<file path="config.mk">
export PLATFORM = sky130hd
export DESIGN_NAME = snn_img_loader
export DESIGN_NICKNAME = d
export VERILOG_FILES = /design/src/rtl/snn_pkg.sv /design/src/rtl/snn_byte_unpacker.sv /design/src/rtl/snn_img_loader.sv
export SDC_FILE = /design/constraint.sdc
export NUM_CORES = 1
export LEC_CHECK = 0
export ABC_CLOCK_PERIOD_IN_PS = 1800
export BUFFER_PORTS_ARGS = -buffer_cell sky130_fd_sc_hd__buf_2
export CORE_UTILIZATION = 45
export DETAILED_ROUTE_END_ITERATION = 7
export PLACE_DENSITY = 0.66
export REMOVE_ABC_BUFFERS = 1
export SYNTH_ARGS = -nofsm -noshare
export SYNTH_HDL_FRONTEND = slang
export SYNTH_SLANG_ARGS = --single-unit
</file>
<file path="constraint.sdc">
create_clock -name clk -period 1.8 [get_ports clk]
set_input_delay 0.36 -clock clk [delete_from_list [all_inputs] [get_ports clk]]
set_output_delay 0.36 -clock clk [all_outputs]
set_load 0.02 [all_outputs]
</file>
<file path="src/rtl/snn_pkg.sv">
// Shared constants and loader state encoding for the SNN image loader slice.
package snn_pkg;

  localparam int unsigned N_PIXELS   = 784;
  localparam int unsigned PIX_ADDR_W = 10;
  localparam logic [7:0]  ASCII_ZERO = 8'h30;

  // Loader FSM state; kept as plain constants for compatibility with older tools.
  typedef logic [2:0] ld_state_t;

  localparam ld_state_t StLoad     = 3'd0;
  localparam ld_state_t StUnpack   = 3'd1;
  localparam ld_state_t StStart    = 3'd2;
  localparam ld_state_t StWaitDone = 3'd3;
  localparam ld_state_t StTx       = 3'd4;
  localparam ld_state_t StTxWait   = 3'd5;

endpackage

</file>
<file path="src/rtl/snn_byte_unpacker.sv">
// Byte unpacker: shifts a byte out LSB-first and keeps a one-byte hold buffer so a byte
// arriving mid-unpack is not lost.
module snn_byte_unpacker
  import snn_pkg::*;
(
  input  logic       clk,
  input  logic       rst_n,
  input  logic [7:0] rx_data_i,
  input  logic       load_rx_i,    // start a new byte straight from the UART
  input  logic       load_hold_i,  // start a new byte from the hold buffer
  input  logic       hold_wr_i,    // park the UART byte in the hold buffer
  input  logic       shift_i,      // emit one bit this cycle
  output logic       bit_o,
  output logic       we_o,
  output logic       byte_last_o,
  output logic       hold_full_o
);

  logic [7:0] shreg_q, shreg_d;
  logic [2:0] bit_cnt_q, bit_cnt_d;
  logic [7:0] hold_q, hold_d;
  logic       hold_full_q, hold_full_d;

  // Next-state for shift register, bit counter and hold buffer; a load wins over a shift.
  always_comb begin
    shreg_d     = shreg_q;
    bit_cnt_d   = bit_cnt_q;
    hold_d      = hold_q;
    hold_full_d = hold_full_q;
    if (load_rx_i) begin
      shreg_d   = rx_data_i;
      bit_cnt_d = 3'd0;
    end else if (load_hold_i) begin
      shreg_d   = hold_q;
      bit_cnt_d = 3'd0;
    end else if (shift_i) begin
      shreg_d   = {1'b0, shreg_q[7:1]};
      bit_cnt_d = bit_cnt_q + 3'd1;
    end
    if (hold_wr_i) begin
      hold_d      = rx_data_i;
      hold_full_d = 1'b1;
    end else if (load_hold_i) begin
      hold_full_d = 1'b0;
    end
  end

  // State registers.
  always_ff @(posedge clk or negedge rst_n) begin
    if (!rst_n) begin
      shreg_q     <= 8'h00;
      bit_cnt_q   <= 3'd0;
      hold_q      <= 8'h00;
      hold_full_q <= 1'b0;
    end else begin
      shreg_q     <= shreg_d;
      bit_cnt_q   <= bit_cnt_d;
      hold_q      <= hold_d;
      hold_full_q <= hold_full_d;
    end
  end

  assign bit_o       = shreg_q[0];
  assign we_o        = shift_i;
  assign byte_last_o = (bit_cnt_q == 3'd7);
  assign hold_full_o = hold_full_q;

endmodule

</file>
<file path="src/rtl/snn_img_loader.sv">
// Image loader: unpacks UART bytes into the 1-bit input RAM, kicks the SNN core, returns the
// classified digit over UART and latches it for the LEDs.
// Build option: ASCII_DIGIT_EN sends the digit as ASCII '0'..'9' instead of a raw nibble.
module snn_img_loader
  import snn_pkg::*;
#(
  parameter int unsigned N_BITS = N_PIXELS,
  parameter int unsigned ADDR_W = PIX_ADDR_W
) (
  input  logic              clk,
  input  logic              rst_n,
  input  logic              rx_rdy_i,
  input  logic [7:0]        rx_data_i,
  output logic              clr_rx_rdy_o,
  output logic [ADDR_W-1:0] ram_addr_o,
  output logic              ram_d_o,
  output logic              ram_we_o,
  output logic              core_start_o,
  input  logic              core_done_i,
  input  logic [3:0]        core_digit_i,
  output logic              tx_start_o,
  output logic [7:0]        tx_data_o,
  input  logic              tx_done_i,
  output logic [3:0]        digit_led_o,
  output logic              busy_o,
  output logic              ovr_err_o
);

  localparam int unsigned N_BYTES = N_BITS / 8;
  localparam int unsigned BC_W    = $clog2(N_BYTES + 1);

  function automatic logic [7:0] encode(input logic [3:0] d);
`ifdef ASCII_DIGIT_EN
    return ASCII_ZERO + {4'h0, d};
`else
    return {4'h0, d};
`endif
  endfunction

  ld_state_t         state_q, state_d;
  logic [ADDR_W-1:0] addr_q, addr_d;
  logic [BC_W-1:0]   byte_cnt_q, byte_cnt_d;
  logic [3:0]        digit_q, digit_d;
  logic [7:0]        tx_data_q, tx_data_d;
  logic              ovr_q, ovr_d;

  logic load_rx, load_hold, hold_wr, shift;
  logic up_bit, up_we, byte_last, hold_full;

  snn_byte_unpacker u_unpacker (
    .clk         (clk),
    .rst_n       (rst_n),
    .rx_data_i   (rx_data_i),
    .load_rx_i   (load_rx),
    .load_hold_i (load_hold),
    .hold_wr_i   (hold_wr),
    .shift_i     (shift),
    .bit_o       (up_bit),
    .we_o        (up_we),
    .byte_last_o (byte_last),
    .hold_full_o (hold_full)
  );

  // Loader FSM, pixel address and byte counting, result capture and overrun tracking.
  always_comb begin
    state_d      = state_q;
    addr_d       = addr_q;
    byte_cnt_d   = byte_cnt_q;
    digit_d      = digit_q;
    tx_data_d    = tx_data_q;
    ovr_d        = ovr_q;
    clr_rx_rdy_o = 1'b0;
    load_rx      = 1'b0;
    load_hold    = 1'b0;
    hold_wr      = 1'b0;
    shift        = 1'b0;
    unique case (state_q)
      StLoad: begin
        // A parked byte goes first; a waiting UART byte stays pending until next cycle.
        if (hold_full) begin
          load_hold = 1'b1;
          state_d   = StUnpack;
        end else if (rx_rdy_i) begin
          load_rx      = 1'b1;
          clr_rx_rdy_o = 1'b1;
          state_d      = StUnpack;
        end
      end
      StUnpack: begin
        shift  = 1'b1;
        addr_d = addr_q + ADDR_W'(1);
        if (rx_rdy_i) begin
          clr_rx_rdy_o = 1'b1;
          if (hold_full) ovr_d = 1'b1;
          else           hold_wr = 1'b1;
        end
        if (byte_last) begin
          byte_cnt_d = byte_cnt_q + BC_W'(1);
          if (byte_cnt_q == BC_W'(N_BYTES - 1)) begin
            // A parked byte survives here and starts the next image.
            state_d = StStart;
          end else if (hold_full) begin
            load_hold = 1'b1;
          end else begin
            state_d = StLoad;
          end
        end
      end
      StStart: begin
        addr_d     = '0;
        byte_cnt_d = '0;
        state_d    = StWaitDone;
      end
      StWaitDone: begin
        if (core_done_i) begin
          digit_d   = core_digit_i;
          tx_data_d = encode(core_digit_i);
          state_d   = StTx;
        end
      end
      StTx: begin
        state_d = StTxWait;
      end
      StTxWait: begin
        if (tx_done_i) state_d = StLoad;
      end
      default: begin
        state_d = StLoad;
      end
    endcase
    // No buffering while the core or transmitter owns the loader: drop and flag.
    if (rx_rdy_i && (state_q != StLoad) && (state_q != StUnpack)) begin
      clr_rx_rdy_o = 1'b1;
      ovr_d        = 1'b1;
    end
  end

  // State registers.
  always_ff @(posedge clk or negedge rst_n) begin
    if (!rst_n) begin
      state_q    <= StLoad;
      addr_q     <= '0;
      byte_cnt_q <= '0;
      digit_q    <= 4'h0;
      tx_data_q  <= 8'h00;
      ovr_q      <= 1'b0;
    end else begin
      state_q    <= state_d;
      addr_q     <= addr_d;
      byte_cnt_q <= byte_cnt_d;
      digit_q    <= digit_d;
      tx_data_q  <= tx_data_d;
      ovr_q      <= ovr_d;
    end
  end

  assign ram_addr_o   = addr_q;
  assign ram_d_o      = up_bit;
  assign ram_we_o     = up_we;
  assign core_start_o = (state_q == StStart);
  assign tx_start_o   = (state_q == StTx);
  assign tx_data_o    = tx_data_q;
  assign digit_led_o  = digit_q;
  assign busy_o       = (state_q != StLoad);
  assign ovr_err_o    = ovr_q;

endmodule
</file>
==> After elaboration in Yosys (flattened, before gate mapping) <==
Index checks and enable logic that the tools add are counted.
{ "classes": {"addsub": 3, "n_eq_ne": 13, "n_mux": 36, "reduce_logical": 14} }
{ "op_table": {"columns": ["op", "n"], "rows": [
  ["3-bit 2-to-1 mux", 10],
  ["8-bit 2-to-1 mux", 3],
  ["10-bit one-hot mux with 2 select lines", 1],
  ["3-bit one-hot mux with 6 select lines", 1],
  ["1-bit 2-to-1 mux", 17],
  ["7-bit one-hot mux with 2 select lines", 1],
  ["10-bit by 1-bit adder with 10-bit output, second input constant", 1],
  ["2-bit nonzero test", 5],
  ["3-bit == test, second input constant", 3],
  ["7-bit by 1-bit adder with 7-bit output, second input constant", 1],
  ["7-bit == test, second input constant", 1],
  ["7-bit 2-to-1 mux", 1],
  ["3-bit by 2-bit == test with 1-bit output, second input constant", 2],
  ["2-bit != test, second input constant", 3],
  ["3-bit nonzero test", 2],
  ["5-bit AND reduction", 1],
  ["1-bit one-hot mux with 2 select lines", 2],
  ["2-bit AND reduction", 2],
  ["3-bit by 1-bit adder with 3-bit output, second input constant", 1],
  ["3-bit by 1-bit == test with 1-bit output, second input constant", 1],
  ["3-bit logical NOT", 1],
  ["3-bit by 1-bit != test with 1-bit output, second input constant", 1],
  ["3-bit by 2-bit != test with 1-bit output, second input constant", 1],
  ["3-bit != test, second input constant", 1],
  ["2 further kinds", 3]
]} }
{ "totals": {"register_bits": 45, "wordCells": 75} }

==> Longest topological paths before layout <==
Gate-level depths: netlist of the first run.
{ "depth": {"word_depth": 6, "ltp_mapped": 7, "depth_no_buf": 6} }

==> Modules after synthesis <==
From an unflattened synthesis of the first run, not the netlist that was laid out.
{ "unflattened": {"hier_cells": 216, "hier_area_um2": 2419.8} }
{ "by_module_without_submodules": {"columns": ["module", "instances", "cells_per_inst", "area_per_inst_um2", "seq_area_each_um2"], "rows": [
  ["snn_img_loader", 1, 139, 1395.1, 625.6],
  ["snn_byte_unpacker", 1, 77, 1024.7, 500.5]
]} }

==> Worst setup path before layout of the first run <==
Ideal clock, no wire load.
{ "synth_timing": {"kind": "register to output", "startpoint": "register state_q[1]", "endpoint": "output clr_rx_rdy_o", "arrival_ns": 1.366, "required_ns": 1.440, "slack_ns": 0.074, "path_stages_with_launch": 4, "n_path_buf": 1, "path_cell_list": "dfrtp_1 > buf_2 > nor4b_1 > and2b_1"} }
{ "synth_between": {"elab_chain_len": 4} }
{ "synth_rtl": {"columns": ["item", "line_no", "source"], "rows": [
  ["start: declaration", "snn_img_loader.sv:40", "ld_state_t state_q, state_d;"],
  ["start signal: assignment", "snn_img_loader.sv:141", "state_q <= StLoad;"],
  ["start signal: assignment", "snn_img_loader.sv:148", "state_q <= state_d;"],
  ["branches (longest 3 deep; another with 3-bit by 1-bit == test with 1-bit output)", null, null],
  ["1-bit 2-to-1 mux (*)", "snn_img_loader.sv:132", "if (rx_rdy_i && (state_q != StLoad) && (state_q != StUnpack)) begin"],
  ["end: declaration", "snn_img_loader.sv:14", "output logic clr_rx_rdy_o,"]
]} }
Every way passes the cells marked *.

==> Worst setup path after layout of the first run <==
{ "layout_timing": {"startpoint": "register state_q[2]", "endpoint": "output clr_rx_rdy_o"} }
The elaborated chain is that of the path after synthesis.

==> results of run 1 <==
==> where the power goes <==
| group | internal [mW] | switching [mW] | total (mW) |
|---|---|---|---|
| logic | 0.729 | 0.794 | 1.52 |
| registers | 1.34 | 0.261 | 1.60 |
| clock network | 0.305 | 0.332 | 0.637 |
| total | 2.37 | 1.39 | 3.76 |
==> metrics by stage <==
step,hold WS (ps),setup TNS (ps),utilization,area (µm²)
5_1_grt,51.4,-174,0.577,2970
4_1_cts,43.8,-32.8,0.570,2930
6_report,18.3,-68.1,0.577,2970
2_1_floorplan,64.4,-2940,-,2310
3_3_place_gp,364,0,0.540,2780
3_5_place_dp,364,0,0.540,2780
==> state kept, by name, summed over array words and instances (netlist names) <==
signal / count
u_unpacker.hold_full_o: 1
u_unpacker.bit_cnt_q: 3
u_unpacker.hold_q: 8
ram_addr_o: 10
tx_data_o: 4
u_unpacker.shreg_q: 8
ovr_err_o: 1
byte_cnt_q: 7
state_q: 3
==> cells by family (layout without fill, tap and decap cells) <==
logic type               Yosys count  after routing  synth area share
flip-flops                        45             45             0.468
XOR/XNOR                           1              1           0.00364
other                              1              4           0.00156
adder cells (fa/ha/maj)            5              5            0.0260
AND/OR/NAND/NOR                   78             78             0.175
buffers and inverters             29             83            0.0608
AO/OA/AOI/OAI                     60             60             0.162
multiplexers                      23             23             0.103
==> repair_timing <==
item | in CTS | in global routing
setup buffers | 4 | 1
endpoints found under the hold margin | 0 | 0
resized for setup | 13 | 11
setup endpoints to repair | 4 | 7
pin swaps | 0 | 3
==> area by class of cell <==
class	count	area (µm²)	share of cell area
multi-input cells	171	1180	0.398
inverters	10	40.0	0.0135
well taps	70	87.6	0.0295
flip-flops and latches	45	1130	0.381
clock buffers	7	86.3	0.0291
repair buffers	66	440	0.149
==> cells in the final DEF, fill, tap and decap left out, types with 8 or more instances in the layout <==
| cell type | count |
|---|---|
| buf_2 | 38 |
| buf_4 | 22 |
| dfrtp_1 | 42 |
| mux2_2 | 14 |
| mux2i_1 | 9 |
| nand2_1 | 22 |
| nand3_1 | 14 |
| nor2_1 | 11 |
| o21ai_0 | 17 |
| o22ai_1 | 8 |
==> routing by layer <==
layer / global-route usage / up-vias / share of wire / wire length, µm
li1: - / 979 / - / -
met1: 0.287 / 967 / 0.46 / 2410
met2: 0.323 / 60 / 0.48 / 2520
met3: 0.0402 / 9 / 0.050 / 262
met4: 0.0692 / 0 / 0.016 / 82
met5: 0 / - / 0 / 0
==> worst paths after layout <==
check,from,to
min in group clk,core_digit_i[2],tx_data_o[2]$_DFFE_PN0P_
setup reg to reg,state_q[1]$_DFFE_PN0P_,u_unpacker.shreg_q[6]$_DFFE_PN0P_
hold / removal,rst_n,u_unpacker.hold_q[0]$_DFFE_PN0P_
max in group asynchronous,rst_n,state_q[0]$_DFFE_PN0P_
hold reg to reg,ovr_err_o$_DFFE_PN0P_,ovr_err_o$_DFFE_PN0P_
setup / recovery,state_q[2]$_DFFE_PN0P_,clr_rx_rdy_o
==> flow_summary.yaml, run 1 <==
status:
  status: "finished with violations"
  violations: "negative setup slack"
pwr:
  power_mw: 3.76
  cellLeakagePower_nw: 1.46
  p_per_area_mw_per_mm2: 1270
  vdd_drop_max_uv: 650
setup_path:
  start_kind: "flop"
  arrival_ps: 1500
  cp.depth: 4
  path_cells: "nor4b_4, buf_4, and2b_1, buf_6"
  critical_path.max_stage_delay_ps: 460
  worst-r2r-cell-count: 5
  critPathMaxFanout: 5
  r2r_slack_ps: 70
  path_buf_inv: 2
  cpMaxStageDelayCell: "dfrtp_2"
  cp-end-kind: "output port"
  path_delay_family: "simple AND/OR/NAND/NOR gates"
  path_class: "reg -> out"
  required_ps: 1440
sta:
  period_minus_slack_ps: 1860
  fmax_ghz: 0.537
  fin_crit_sh: 1.03
  slew_violations: 0
  finalSetupViolCount: 2
  final_hold_viol_count: 0
  setup_slack_ps: -61.7
  rsz0062_at_grt: "yes"
  skew_ps: 5.12
routing:
  totalWireLength_um: 5280
  drtPass1Iterations: 4
  drc: 0
  vias_per_cell: 5.46
  vias: 2015
  drt_iter0_drc: 110
  post_drt_wl_per_cell_um: 14.3
  ant_nets: 0
die:
  pin_count: 46
  initial_utilization: 0.468
  die_h_um: 75.1
  die_w_um: 75.1
  dieArea_mm2: 0.00564
  rows: 26
  core_area_mm2: 0.00514
synth:
  synth_edf_count: 0
  syn_avg_cell_area_um2: 9.94
  synthCells: 242
  ys_seq_elements: 45
  synthTopCellsByArea: "dfrtp_1 47%, mux2_2 6.6%, o21ai_0 4.2%"
  yosysTopAreaCellShare: 0.468
  synth_seq_area_share: 0.468
  yosys_warnings: 0
  yosysUniqueCellTypes: 48
  synthTopCellsByCount: "45 x dfrtp_1, 22 x nand2_1, 20 x o21ai_0"
  synth_ff_type: "dfrtp_1"
  async_flop_share: 1.00
  synth_top_cell_by_area: "dfrtp_1"
  synth_most_common_cell: "dfrtp_1"
  netlist_area_mm2: 0.00241
grt:
  grt_start_max_net_pins: 46
  grt_pass1_vias: 1777
  globalRouteOverflowTotal: 0
  grt_use_total: 0.206
  antenna_found_initial: 0
  grt_pass1_wl_um: 8640
clock_network:
  tritoncts: "done"
  clock_path_buffers: 2
  clkTransAtPathRegs_ps: 80
  cts-buffers-inserted: 5
  clockRootBuffer: "clkbuf_8"
  cts_hold_buf: 0
  cts.sinks: 45
  clk_latency_ps: 300
  cts_max_level: 2
place:
  port-buffer-count: 41
  post-dp-hpwl_um: 3690
  globalplace.congestion: 0.806
  dp.cells: 357
  place_ws_ps: 82.6
layout:
  nNetsFinal: 321
  antennaDiodeCount: 0
  layout.cells.non_filler: 369
  fill_cells: 493
  drive_above_1_share: 0.338
  syn_to_final_growth_pct: 23.2
run:
  cap_violations: 0
worst_hold_path:
  worst_hold_path_type: "in -> async"
(Power assumes the default switching activity.)
==> run 2, diff against run 1 <==
Settings changed: SYNTH_HIERARCHICAL from default to 1.
==> run 2 against run 1 <==
Net effect: the run still ends with negative setup slack left; maximum frequency decreased by 2.1%; worst hold slack worse by 3.7 ps; cell area increased by 8.6%; flip-flop and latch count unchanged; sequential share of layout area down 3.1 points; combinational power increased by 55%; largest cell class unchanged; highest routed layer unchanged.
==> flow_summary.yaml, run 2 <==
synth:
  synthTopCellsByArea: "dfrtp_1 47%, mux2_2 5.6%, mux2i_1 4.1%"
  synthCells: 216
  synth_edf_count: 0
  synthTopCellsByCount: "45 x dfrtp_1, 16 x nand2_1, 12 x mux2_2, 12 x nor2_1, 12 x o21ai_0"
  yosysUniqueCellTypes: 48
  synth_most_common_cell: "dfrtp_1"
  yosys_warnings: 6
  synth_seq_area_share: 0.465
  async_flop_share: 1.00
  yosysTopAreaCellShare: 0.465
  synth_top_cell_by_area: "dfrtp_1"
  netlist_area_mm2: 0.00242
  ys_seq_elements: 45
  syn_avg_cell_area_um2: 11.2
  synth_ff_type: "dfrtp_1"
layout:
  drive_above_1_share: 0.479
  antennaDiodeCount: 0
  layout.cells.non_filler: 362
  largest_register_ffs: 10
  syn_to_final_growth_pct: 33.1
  final_common_cell: "dfrtp_1"
  fill_cells: 448
  nNetsFinal: 313
  most-common-layout-cells: "44 x dfrtp_1, 38 x buf_2, 32 x buf_4, 15 x nand2_1"
setup_path:
  required_ps: 2020
  arrival_ps: 2130
  start_kind: "flop"
  critical_path.max_stage_delay_ps: 570
  cpMaxStageDelayCell: "or4b_4"
  path_cells: "or4b_4, o21ai_4, a21oi_2, buf_6, or3b_1, a21oi_1"
  critPathMaxFanout: 7
  path_class: "reg -> reg"
  cp-end-kind: "flop"
routing:
  vias: 1841
  drtPass1Iterations: 4
  vias_per_cell: 5.09
  post_drt_wl_per_cell_um: 14.3
  drc: 0
  drt_iter0_drc: 132
  ant_nets: 0
  totalWireLength_um: 5180
grt:
  grt_use_total: 0.182
  grt_start_max_net_pins: 27
  antenna_found_initial: 0
  globalRouteOverflowTotal: 0
  grt_pass1_wl_um: 7800
  grt_pass1_vias: 1723
worst_hold_path:
  worst_hold_path_type: "in -> async"
place:
  post-dp-hpwl_um: 3230
  dp.cells: 335
  port-buffer-count: 41
  globalplace.congestion: 0.771
run:
  cap_violations: 0
pwr:
  p_per_area_mw_per_mm2: 1400
  vdd_drop_max_uv: 812
  cellLeakagePower_nw: 1.54
clock_network:
  clk_latency_ps: 290
  cts_max_level: 2
  clkTransAtPathRegs_ps: 90
  clockRootBuffer: "clkbuf_8"
  cts.sinks: 45
  cts_hold_buf: 0
  tritoncts: "done"
  cts-buffers-inserted: 5
  clock_path_buffers: 2
die:
  core_area_mm2: 0.00514
  rows: 26
  dieArea_mm2: 0.00567
  die_w_um: 75.3
  pin_count: 46
  die_h_um: 75.3
  initial_utilization: 0.471
sta:
  skew_ps: 6.90
  fmax_ghz: 0.526
  fin_crit_sh: 1.06
  final_hold_viol_count: 0
  slew_violations: 0
  rsz0062_at_grt: "yes"
  whs_ps: 14.6
  period_minus_slack_ps: 1900
  finalSetupViolCount: 14
  setup_slack_ps: -101
status:
  violations: "negative setup slack"
  status: "finished with violations"
[run 2: changes by cell type after synthesis, sizes merged, moves of 4 or more]
cell,before,now
xor2,0,4
nor3b,1,8
nand2,22,16
a31oi,7,1
o21ai,21,14
a211oi,1,6
o22ai,8,0
clkbuf,5,1
nor2b,1,7
nand3,15,5
buf,14,19
and2b,7,0
[run 2: stage by stage]
stage                     total power, mW  TNS, ps  cell area (µm²)  setup slack, ps   util
final                                4.53     -492             3220             -101  0.627
after detailed placement             3.29     -521             2790             -110  0.544
after CTS                            4.19     -280             3060            -74.7  0.594
after global routing                 4.83    -1210             3220             -136  0.627
after floorplan                      2.69    -5720             2280             -576      -
after global placement               3.26     -207             2790            -69.6  0.544
[run 2: what timing repair did]
action                                  in CTS  in global routing
endpoints found under the setup margin      13                 29
gates cloned                                 0                  1
pin swaps                                    3                 15
gates resized for setup                     23                 31
setup buffers                               14                  5
[run 2: worst paths after layout]
kind	from	endpoint	slack (ps)	cells after the start
worst max-delay path	byte_cnt_q[2]$_DFFE_PN0P_	u_unpacker/shreg_q[7]$_DFFE_PN0P_	-100	6
worst min-delay path	rst_n	ram_addr_o[5]$_DFFE_PN0P_	10	1
worst max register to register	byte_cnt_q[2]$_DFFE_PN0P_	u_unpacker/shreg_q[7]$_DFFE_PN0P_	-100	6
worst min register to register	ovr_err_o$_DFFE_PN0P_	ovr_err_o$_DFFE_PN0P_	480	1
max in group asynchronous	rst_n	state_q[1]$_DFFE_PN0P_	1250	2
min in group clk	core_digit_i[1]	tx_data_o[1]$_DFFE_PN0P_	290	2
[run 2: routing by layer]
layer  up-vias  global-route usage  part of all wire
met5         -                   0                 0
li1        904                   -                 -
met3         5              0.0317             0.025
met2        27               0.309              0.52
met1       905               0.238              0.45
met4         0              0.0597            0.0068
[run 2: area by class of cell]
| type | instances | area, µm² | share of cell area |
|---|---|---|---|
| inverters | 7 | 31.3 | 0.00971 |
| flip-flops and latches | 45 | 1130 | 0.350 |
| multi-input cells | 147 | 1260 | 0.391 |
| clock inverters | 1 | 7.51 | 0.00233 |
| repair buffers | 85 | 633 | 0.197 |
| clock buffers | 7 | 76.3 | 0.0237 |
| well taps | 70 | 87.6 | 0.0272 |
[run 2: logic make-up (layout without fill, tap and decap cells)]
family,count (synthesis),count (layout),synth area share
xor gates and xnor gates,6,6,0.0217
DFF,45,45,0.465
AOI/OAI and AO/OA,37,37,0.116
and+or+nand+nor,72,72,0.190
buffers and inverters,27,100,0.0770
other,1,4,0.00155
muxes,23,23,0.102
adders and majority gates,5,5,0.0259
[run 2: power by group]
part / switching (mW) / internal [mW]
Combinational: 1.05 / 1.31
Clock: 0.340 / 0.275
Sequential: 0.247 / 1.31
[run 2: critical path: cells and delay by family (launching register included)]
family / cells / cell delay [ps]
simple gates: 2 / 920
compound gates: 3 / 400
flops: 1 / 380
buf+inv: 1 / 140
==> run 3, diff against run 2 <==
Settings changed: ABC_AREA from default to 1, PLACE_DENSITY 0.66 to 0.65.
==> run 3 against run 2 <==
Net effect: cell count up 21%; the flow now finishes without violations; global-route usage up 2.6 points; critical path type is now reg -> out; clock skew down 0.57 ps; largest power group unchanged; largest cell class is now registers; die area up 1.1%; wire length up 2.0%; via count up 17%; worst setup slack better by 160 ps; total power down 6.4%; count of clock-buffer cells in the layout down 1; maximum frequency up 9.1%.
==> flow_summary.yaml, run 3 <==
run:
  cap_violations: 0
sta:
  skew_ps: 6.33
  fmax_ghz: 0.574
  relSlewSlack: 0.648
  fin_setup_tns_ps: 0
  slew_violations: 0
  worst_pin_slew_ps: 528
  period_minus_slack_ps: 1740
  whs_ps: 23.6
  finalSetupViolCount: 0
  fin_crit_sh: 0.968
  rsz0062_at_grt: "yes"
  final_hold_viol_count: 0
clock_network:
  clkTransAtPathRegs_ps: 80
  cts-buffers-inserted: 5
  cts_max_level: 2
  tritoncts: "done"
  cts.sinks: 45
  clockRootBuffer: "clkbuf_8"
  clock_path_buffers: 2
  clk_latency_ps: 300
  cts_hold_buf: 0
routing:
  vias: 2145
  vias_per_cell: 4.90
  totalWireLength_um: 5290
  post_drt_wl_per_cell_um: 12.1
  drc: 0
  drt_iter0_drc: 96
  ant_nets: 0
  drtPass1Iterations: 4
synth:
  synth_most_common_cell: "nand2_1"
  synth_xor_area_frac: 0.00358
  synth_top_cell_by_area: "dfrtp_1"
  synthTopCellsByCount: "100 x nand2_1, 45 x dfrtp_1, 30 x inv_1"
  synth_edf_count: 0
  yosys_warnings: 6
  yosysTopAreaCellShare: 0.460
  synth_seq_area_share: 0.460
  yosysUniqueCellTypes: 33
  synth_top_family_by_area: "simple AND/OR/NAND/NOR gates"
  syn_avg_cell_area_um2: 7.94
  synthCells: 308
  ys_seq_elements: 45
  synth_mux_area_frac: 0.0184
  synthSimpleGateAreaFrac: 0.328
  async_flop_share: 1.00
  synthTopCellsByArea: "dfrtp_1 46%, nand2_1 15%, nand3_1 5.1%"
  synth_ff_type: "dfrtp_1"
  synthAdderAreaFrac: 0.0256
  synth_compound_gate_area_share: 0.0634
  netlist_area_mm2: 0.00245
pwr:
  vdd_drop_max_uv: 667
  clockPowerShare: 0.157
  combPwrFrac: 0.465
  seqPwrFrac: 0.378
  p_sw_frac: 0.426
  power_switching_mw: 1.80
  p_per_area_mw_per_mm2: 1440
  internal-power_mw: 2.43
  cellLeakagePower_nw: 1.66
worst_hold_path:
  worst_hold_path_type: "in -> async"
layout:
  most-common-layout-cells: "100 x nand2_1, 43 x dfrtp_1, 41 x buf_2, 29 x inv_1, 24 x nand3_1"
  largest_register_ffs: 10
  layout.cells.non_filler: 438
  final_common_cell: "nand2_1"
  multi_input_comb_area_mm2: 0.00110
  antennaDiodeCount: 0
  fill_cells: 521
  post-route-util: 0.568
  final_area_mm2: 0.00294
  syn_to_final_growth_pct: 20.2
  drive_above_1_share: 0.277
  nNetsFinal: 389
  ff_latch_area_mm2: 0.00113
place:
  port-buffer-count: 41
  placed_area_mm2: 0.00275
  dp.cells: 421
  globalplace.congestion: 0.877
  post-dp-hpwl_um: 3880
status:
  status: "complete, no violations"
setup_path:
  critPathMaxFanout: 3
  path_buf_inv: 4
  path_cells: "inv_1, nand3_2, buf_4, o21ai_2, inv_1, buf_2"
  required_ps: 1440
  r2r_slack_ps: 140
  worst-r2r-cell-count: 13
  path_common_cell: "inv_1"
  cp-end-kind: "output port"
  r2r-start: "byte_cnt_q[1]$_DFFE_PN0P_"
  arrival_ps: 1380
  cpMaxStageDelayCell: "dfrtp_2"
  critical_path.max_stage_delay_ps: 410
  start_kind: "flop"
  path_class: "reg -> out"
  r2r-end: "u_unpacker/shreg_q[1]$_DFFE_PN0P_"
  path_delay_family: "buffers and inverters"
grt:
  grt_pass1_wl_um: 8920
  grt_start_max_net_pins: 26
  globalRouteOverflowTotal: 0
  grt_use_total: 0.208
  antenna_found_initial: 0
  grt_pass1_vias: 1935
die:
  die_w_um: 75.7
  core_area_mm2: 0.00517
  rows: 26
  die_h_um: 75.7
  dieArea_mm2: 0.00573
  initial_utilization: 0.473
  pin_count: 46
[run 3: changes by cell type in the layout (fill, tap and decap cells not counted), sizes merged, moves of 4 or more]
| cell | previous run | this run |
|---|---|---|
| nand2 | 16 | 108 |
| inv | 6 | 33 |
| buf | 85 | 62 |
| nand3 | 5 | 27 |
| nor2 | 13 | 27 |
| mux2i | 10 | 0 |
| mux2 | 13 | 4 |
| nor3b | 8 | 0 |
| nor2b | 7 | 0 |
| o21ai | 14 | 20 |
| a211oi | 6 | 1 |
| and3 | 4 | 0 |
| xor2 | 4 | 0 |
[run 3: what timing repair did]
item                       4_1_cts  5_1_grt
pin swaps                        0        3
setup endpoints to repair        2       11
buffers inserted                 2        7
gates resized for setup          3        6
[run 3: cell type report]
cell class                      instances  area share
Sequential cell                        45       0.384
Multi-Input combinational cell        218       0.376
Timing Repair Buffer                   62       0.130
Inverter                               35      0.0473
Tap cell                               70      0.0298
Clock buffer                            6      0.0281
Clock inverter                          2     0.00468
[run 3: worst max-delay path by stage]
stage	start	end	slack, ps	cells past startpoint
CTS	u_unpacker/bit_cnt_q[0]$_DFFE_PN0P_	u_unpacker/shreg_q[2]$_DFFE_PN0P_	7	9
global route	byte_cnt_q[1]$_DFFE_PN0P_	u_unpacker/shreg_q[1]$_DFFE_PN0P_	-40	13
global placement	byte_cnt_q[1]$_DFFE_PN0P_	u_unpacker/shreg_q[6]$_DFFE_PN0P_	120	12
detailed placement	u_unpacker/bit_cnt_q[0]$_DFFE_PN0P_	u_unpacker/shreg_q[4]$_DFFE_PN0P_	30	9
floorplan	state_q[0]$_DFFE_PN0P_	u_unpacker/shreg_q[7]$_DFFE_PN0P_	-570	8
finish	state_q[0]$_DFFE_PN0P_	clr_rx_rdy_o	60	6
[run 3: power by group through the flow]
| stage | logic, mW | clock network, mW | registers, mW |
|---|---|---|---|
| after detailed placement | 1.83 | 0 | 1.63 |
| final | 1.97 | 0.665 | 1.60 |
| after floorplan | 1.15 | 0 | 1.68 |
| after global placement | 1.77 | 0 | 1.62 |
| after global routing | 2.24 | 0.729 | 1.65 |
| after CTS | 1.87 | 0.685 | 1.61 |
[run 3: routing by layer]
layer / part of all wire / GRT usage
met4: 0.012 / 0.0679
met1: 0.46 / 0.277
met2: 0.49 / 0.341
met3: 0.030 / 0.0397
met5: 0 / 0
[run 3: logic make-up (layout without fill, tap and decap cells)]
group	count (synthesis)	in the layout
compound gates	28	28
xor+xnor	1	1
fa+ha+maj	5	5
buf+inv	48	105
flops	45	45
mux	4	4
other cells	1	4
simple gates	176	176
[run 3: per-stage QoR]
stage | power (mW) | setup slack [ps]
after CTS | 4.16 | 7.25
after global placement | 3.39 | 115
after detailed placement | 3.46 | 25.8
after global routing | 4.62 | -36.7
final | 4.24 | 58.0
after floorplan | 2.82 | -566
[run 3: worst register-to-register path, cell delays in order (launching register included)]
cell and delay, ps:
dfrtp_1 380, inv_1 70, ha_1 170, nand2_1 50, inv_1 40, nand3_1 100
nand2_1 90, o22ai_2 200, nor2_4 80, buf_4 150, nand2_1 50, nand3_1 70
nand2_1 70, nand2_1 40
